## src/rtl/dot_product_sequencer.sv

```systemverilog
// Job sequencer for a single MAC unit: clears the accumulator, streams operand pairs,
// waits for the final sum and returns it over a valid/ready result port.
module dot_product_sequencer #(
    parameter int DATA_WIDTH = 8,
    parameter int ACC_WIDTH  = 16,
    parameter int LEN_WIDTH  = 8
) (
    input  logic                  clk,
    input  logic                  reset,
    input  logic                  start,
    input  logic [LEN_WIDTH-1:0]  vec_len,
    input  logic                  in_valid,
    output logic                  in_ready,
    input  logic [DATA_WIDTH-1:0] in_b,
    input  logic [DATA_WIDTH-1:0] in_c,
    output logic [DATA_WIDTH-1:0] mac_b,
    output logic [DATA_WIDTH-1:0] mac_c,
    output logic                  mac_clear,
    output logic                  mac_output_signal,
    input  logic [ACC_WIDTH-1:0]  mac_result,
    output logic                  out_valid,
    input  logic                  out_ready,
    output logic [ACC_WIDTH-1:0]  out_data,
    output logic                  busy
);

    typedef enum logic [2:0] {
        IDLE,
        CLEAR,
        FEED,
        DRAIN,
        OUT
    } state_t;

    state_t                state_q;
    logic [LEN_WIDTH-1:0]  len_q;
    logic [LEN_WIDTH-1:0]  count_q;
    logic [DATA_WIDTH-1:0] mac_b_q;
    logic [DATA_WIDTH-1:0] mac_c_q;
    logic                  mac_clear_q;
    logic                  out_valid_q;
    logic [ACC_WIDTH-1:0]  out_data_q;

    // The MAC adds every clock, so operands default to zero unless a beat lands.
    always_ff @(posedge clk or posedge reset) begin
        if (reset) begin
            state_q     <= IDLE;
            len_q       <= '0;
            count_q     <= '0;
            mac_b_q     <= '0;
            mac_c_q     <= '0;
            mac_clear_q <= 1'b0;
            out_valid_q <= 1'b0;
            out_data_q  <= '0;
        end else begin
            mac_b_q     <= '0;
            mac_c_q     <= '0;
            mac_clear_q <= 1'b0;
            unique case (state_q)
                IDLE: begin
                    if (start) begin
                        len_q       <= vec_len;
                        count_q     <= '0;
                        mac_clear_q <= 1'b1;
                        state_q     <= CLEAR;
                    end
                end
                CLEAR: begin
                    state_q <= (len_q != '0) ? FEED : DRAIN;
                end
                FEED: begin
                    if (in_valid) begin
                        mac_b_q <= in_b;
                        mac_c_q <= in_c;
                        count_q <= count_q + LEN_WIDTH'(1);
                        if (count_q == len_q - LEN_WIDTH'(1)) begin
                            state_q <= DRAIN;
                        end
                    end
                end
                DRAIN: begin
                    out_data_q  <= mac_result;
                    out_valid_q <= 1'b1;
                    state_q     <= OUT;
                end
                OUT: begin
                    if (out_ready) begin
                        out_valid_q <= 1'b0;
                        state_q     <= IDLE;
                    end
                end
                default: begin
                    state_q <= IDLE;
                end
            endcase
        end
    end

    assign in_ready          = (state_q == FEED);
    assign busy              = (state_q != IDLE);
    assign mac_output_signal = (state_q == DRAIN);
    assign mac_b             = mac_b_q;
    assign mac_c             = mac_c_q;
    assign mac_clear         = mac_clear_q;
    assign out_valid         = out_valid_q;
    assign out_data          = out_data_q;

endmodule

```

## config.mk

```make
export PLATFORM = sky130hd
export DESIGN_NAME = dot_product_sequencer
export DESIGN_NICKNAME = d
export VERILOG_FILES = /design/src/rtl/dot_product_sequencer.sv
export SDC_FILE = /design/constraint.sdc
export NUM_CORES = 1
export LEC_CHECK = 0
export ABC_AREA = 1
export BUFFER_PORTS_ARGS = -buffer_cell sky130_fd_sc_hd__buf_2
export CORE_UTILIZATION = 54
export CTS_CLUSTER_DIAMETER = 200
export DETAILED_ROUTE_END_ITERATION = 10
export PLACE_DENSITY = 0.85
export SLEW_MARGIN = 20
export SYNTH_ARGS = -nofsm -noshare
export SYNTH_HDL_FRONTEND = slang
export SYNTH_SLANG_ARGS = --single-unit
```

## constraint.sdc

```tcl
create_clock -name clk -period 2.4 [get_ports clk]
set_input_delay 0.24 -clock clk [delete_from_list [all_inputs] [get_ports clk]]
set_output_delay 0.24 -clock clk [all_outputs]
set_load 0.005 [all_outputs]
```

=== Word-level counts from Yosys, hierarchy flattened ===
Cells that the tools add are included.

* Output and inout port bits: 37
* Flip-flop bits (word level): 53
* Bits of input ports: 45

* Reductions and logical operators: 9
* Eq/ne operators: 9
* Add/subtract/negate cells: 2
* Mux-type cells: 17

{| class="wikitable"
|+ Operator list
! cell !! count
|-
| $mux W8 || 6
|-
| $pmux W8 S2 || 1
|-
| $pmux W3 S5 || 1
|-
| $mux W3 || 4
|-
| $add A8 B1 Y8 const B || 1
|-
| $eq A8 B8 Y1 || 1
|-
| $reduce_bool A8 Y1 || 1
|-
| $sub A8 B1 Y8 const B || 1
|-
| $eq A3 B2 Y1 const B || 2
|-
| $ne A2 B2 Y1 const B || 3
|-
| $mux W1 || 4
|-
| $reduce_and A2 Y1 || 2
|-
| $reduce_and A4 Y1 || 1
|-
| $reduce_bool A2 Y1 || 2
|-
| $eq A3 B1 Y1 const B || 1
|-
| $eq A3 B3 Y1 const B || 1
|-
| $logic_not A3 Y1 || 1
|-
| $reduce_and A3 Y1 || 1
|-
| $reduce_bool A3 Y1 || 1
|-
| $ne A2 B1 Y1 const B || 1
|-
| $pmux W1 S2 || 1
|}

=== Logic depth before layout (Yosys ltp) ===
* Depth in word-level cells: 5
* Depth in mapped cells: 12
* Gate-level depth less buffers: 12

=== Worst setup path after synthesis ===
No wires, ideal clock.

* Path kind: register to register
* Start: register state_q[2]
* End: register count_q[4]
* Required time: 2.270 ns
* Arrival time: 1.340 ns
* Cell stages (with the launch flop): 11
* Path slack: 0.929 ns
* Path buffers: 0
* Cells stage by stage: dfrtp_1 nor2_4 nand2_4 inv_6 nand2_4 nand2_4 nand2_1 nor2_2 nand2_1 o21ai_0 a21oi_1

* Cells in the longest elaborated chain, start to end: 3

{| class="wikitable"
|+ Ends and longest elaborated chain
! what !! line !! text
|-
| from (decl) || 35 || <nowiki>state_t state_q;</nowiki>
|-
| from (signal assigned) || 69 || <nowiki>state_q <= (len_q != '0) ? FEED : DRAIN;</nowiki>
|-
| $eq A3 B2 Y1 * || -- ||
|-
| via in_ready || 13 || <nowiki>output logic in_ready,</nowiki>
|-
| $ne A2 B2 Y1 (no source line) / $reduce_bool A2 Y1 (equally long branches) || -- ||
|-
| $reduce_and A3 Y1 (no source line) || -- ||
|-
| to (signal assigned) || 75 || <nowiki>count_q <= count_q + LEN_WIDTH'(1);</nowiki>
|-
| to (decl) || 37 || <nowiki>logic [LEN_WIDTH-1:0] count_q;</nowiki>
|}

Mark *: on every way through the listed nets, which the timed path passes. The rest lies on a longest branch.
A chain may end at the register's enable or synchronous reset.

=== Worst setup path after layout ===
* Start: register state_q[1]
* End: output mac_output_signal

* Cells in the longest elaborated chain, start to end: 1

{| class="wikitable"
|+ Ends and longest elaborated chain
! what !! line !! text
|-
| $eq A3 B2 Y1 || 101 || <nowiki>assign mac_output_signal = (state_q == DRAIN);</nowiki>
|-
| to (decl) || 19 || <nowiki>output logic mac_output_signal,</nowiki>
|}

No other way between the ends.

==> impl_metrics.json <==
{
  "slew_violations": 0,
  "power_frac_seq": 0.427,
  "path_cells": "inv_1 -> nor3_4 -> buf_4 -> buf_2",
  "grt.total_usage": 0.231,
  "grt_busiest_layer": "met2",
  "rsz0062_at_grt": "no",
  "pwr_density_cell_mw_per_mm2": 1080,
  "hold_viol_final": 0,
  "antenna_found_initial": 0,
  "dp_hpwl_um": 3840,
  "ys_seq_area_frac": 0.549,
  "postRouteWirelength_um": 5120,
  "htree_levels": 2,
  "synth_top_cell_by_area": "dfrtp_1",
  "area_delta_synth_final_pct": 23.1,
  "grt_max_degree": 25,
  "dr_total_vias": 2158,
  "max_freq_mhz": 552,
  "fin_ws_ns": 0.587,
  "endpoint_kind": "primary output",
  "fp.dieArea_mm2": 0.00475,
  "num_antenna_cells": 0,
  "crit_fanout": 13,
  "clk_pin_slew_worst_paths_ns": 0.10,
  "finalSetupViolations": 0,
  "cap_viol_max_count": 0,
  "required_ns": 2.16,
  "crit_start": "state_q[1]$_DFFE_PP0P_",
  "syn_area_per_cell_um2": 8.19,
  "async_flop_share": 1.00,
  "grt_use_met3": 0.0724,
  "cts_buffers": 5,
  "p_sw_frac": 0.410,
  "fp.dieW_um": 68.9,
  "core_mm2": 0.00414,
  "fin_cells": 432,
  "vias_per_cell": 5.00,
  "grt_pass1_wl_um": 8080,
  "crit_type": "reg2out",
  "slew_headroom": 0.680,
  "cts_resized": 0,
  "ant_nets": 0,
  "r2r_start": "state_q[2]$_DFFE_PP0P_",
  "synth_nets": 342,
  "worstHoldStart": "mac_result[8]",
  "cp_slowest_cell": "dfrtp_1",
  "finalInstanceArea_mm2": 0.00298,
  "min_period_ns": 1.81,
  "start_util": 0.583,
  "std_cell_rows": 23,
  "leakagePower_nw": 1.68,
  "gp_congestion": 0.921,
  "pin_count": 82,
  "netSwitchingPower_mw": 1.32,
  "grt_pass1_vias": 1954,
  "period_share": 0.755,
  "startpoint_type": "flip-flop",
  "dr.pass1.iters": 5,
  "comb_power_share": 0.420,
  "yosysMostFrequentCell": "nand2_1",
  "pre_cts_ws_ns": 0.700,
  "vdd_drop_max_mv": 0.505,
  "wl_per_cell_um": 11.8,
  "die_y_um": 68.9,
  "crit_path_max_incr_delay_ns": 0.44,
  "hold_ws_ns": 0.124,
  "grtUsageMet2": 0.380,
  "yosys-top-cells-area": "dfrtp_1 (55%), nand2_1 (19%), nor2_1 (5.6%), inv_1 (3.4%), o21ai_0 (2.7%)",
  "synth_flop_cell": "dfrtp_1",
  "clock_skew_ns": 0.00849,
  "clockPowerShare": 0.154,
  "layout.nets": 428,
  "hold_class": "in2reg",
  "drive_gt1_frac": 0.270,
  "worst-slew-pin-transition_ns": 0.477,
  "cts.sinks": 53,
  "drc": 0,
  "dpl_cell_area_mm2": 0.00288,
  "cts_tree": "built",
  "syn_inst": 295,
  "final_core_util": 0.718,
  "synth_cell_types": 27,
  "clk_root_buffer_cell": "clkbuf_8",
  "met1_usage": 0.285,
  "clockBufferDepth": 2,
  "synthTopCellsByCount": "nand2_1 (121), dfrtp_1 (53), nor2_1 (36)",
  "overflow": 0,
  "status": "finished clean",
  "ys_warn_count": 0,
  "hold_buffers": 1,
  "port_buffers": 81,
  "post_cts_buffers": 0,
  "total_power_mw": 3.23,
  "yosys.area.top_type_share": 0.549,
  "synth-seq-cells": 53,
  "setup_tns_ns": 0,
  "clk_latency_ns": 0.30,
  "initialDrtViolationCount": 168,
  "placed_cells": 423,
  "p_int_mw": 1.90,
  "synth_area_mm2": 0.00242,
  "synth_edf_count": 0,
  "cp.arrival_ns": 1.57
}
logic make-up after synthesis:
family / synth area share
adder cells (fa/ha/maj): 0.0104
flip-flops: 0.549
AND/OR/NAND/NOR: 0.342
buffers and inverters: 0.0512
AO/OA/AOI/OAI: 0.0409
XOR/XNOR: 0.00725
sequential cells by signal (all words and copies together), names as in the netlist:
name       flops
out_valid      1
out_data      16
mac_c          8
state_q        3
count_q        8
len_q          8
mac_clear      1
mac_b          8
power groups by stage:
stage	Combinational [mW]	Clock, mW	Sequential (mW)
after global placement	1.30	0	1.38
after floorplan	0.898	0	1.39
after CTS	1.36	0.506	1.37
final	1.35	0.496	1.38
after detailed placement	1.35	0	1.39
after global routing	1.58	0.534	1.42
critical path, delay by kind of cell (launching register included):
kind                   cells  cell delay, ns
flip-flops                 1            0.44
buffers and inverters      3            0.54
AND/OR/NAND/NOR            1            0.29
layout by cell type (no fill, tap or decap), drive strengths merged:
| cell type | n |
|---|---|
| clkbuf | 6 |
| xnor2 | 2 |
| inv | 24 |
| dlygate4sd3 | 1 |
| nand2 | 124 |
| a21oi | 4 |
| clkinvlp | 2 |
| o21ai | 13 |
| nor2 | 38 |
| ha | 2 |
| nand3 | 14 |
| nor4 | 1 |
| nand4 | 5 |
| o22ai | 1 |
| nand3b | 1 |
| buf | 84 |
| nor3 | 6 |
| dfrtp | 53 |
| a21o | 1 |
per-layer routing:
layer  vias to the layer above  wire length [um]
met2                        75              2460
met4                         0                75
met3                         6               366
li1                       1087                 -
met5                         -                 0
met1                       990              2210
final timing paths:
kind | endpoint | depth (start not counted) | slack [ns]
worst min-delay path | out_data[8]$_DFFE_PP0P_ | 3 | 0.12
worst max-delay path | mac_output_signal | 4 | 0.59
worst min register to register | out_data[10]$_DFFE_PP0P_ | 2 | 0.47
min in group asynchronous | state_q[1]$_DFFE_PP0P_ | 3 | 0.40
worst max register to register | count_q[4]$_DFFE_PP0P_ | 10 | 0.65
max in group asynchronous | len_q[6]$_DFFE_PP0P_ | 4 | 1.44
layout make-up:
cell class	instances	area (um^2)
flip-flops and latches	53	1330
fillers	356	1170
multi-input cells	212	967
repair buffers	85	438
inverters	24	95.1
clock buffers	6	72.6
well taps	50	62.6
clock inverters	2	15.0
Note: power is estimated with default switching activity, not from simulation.
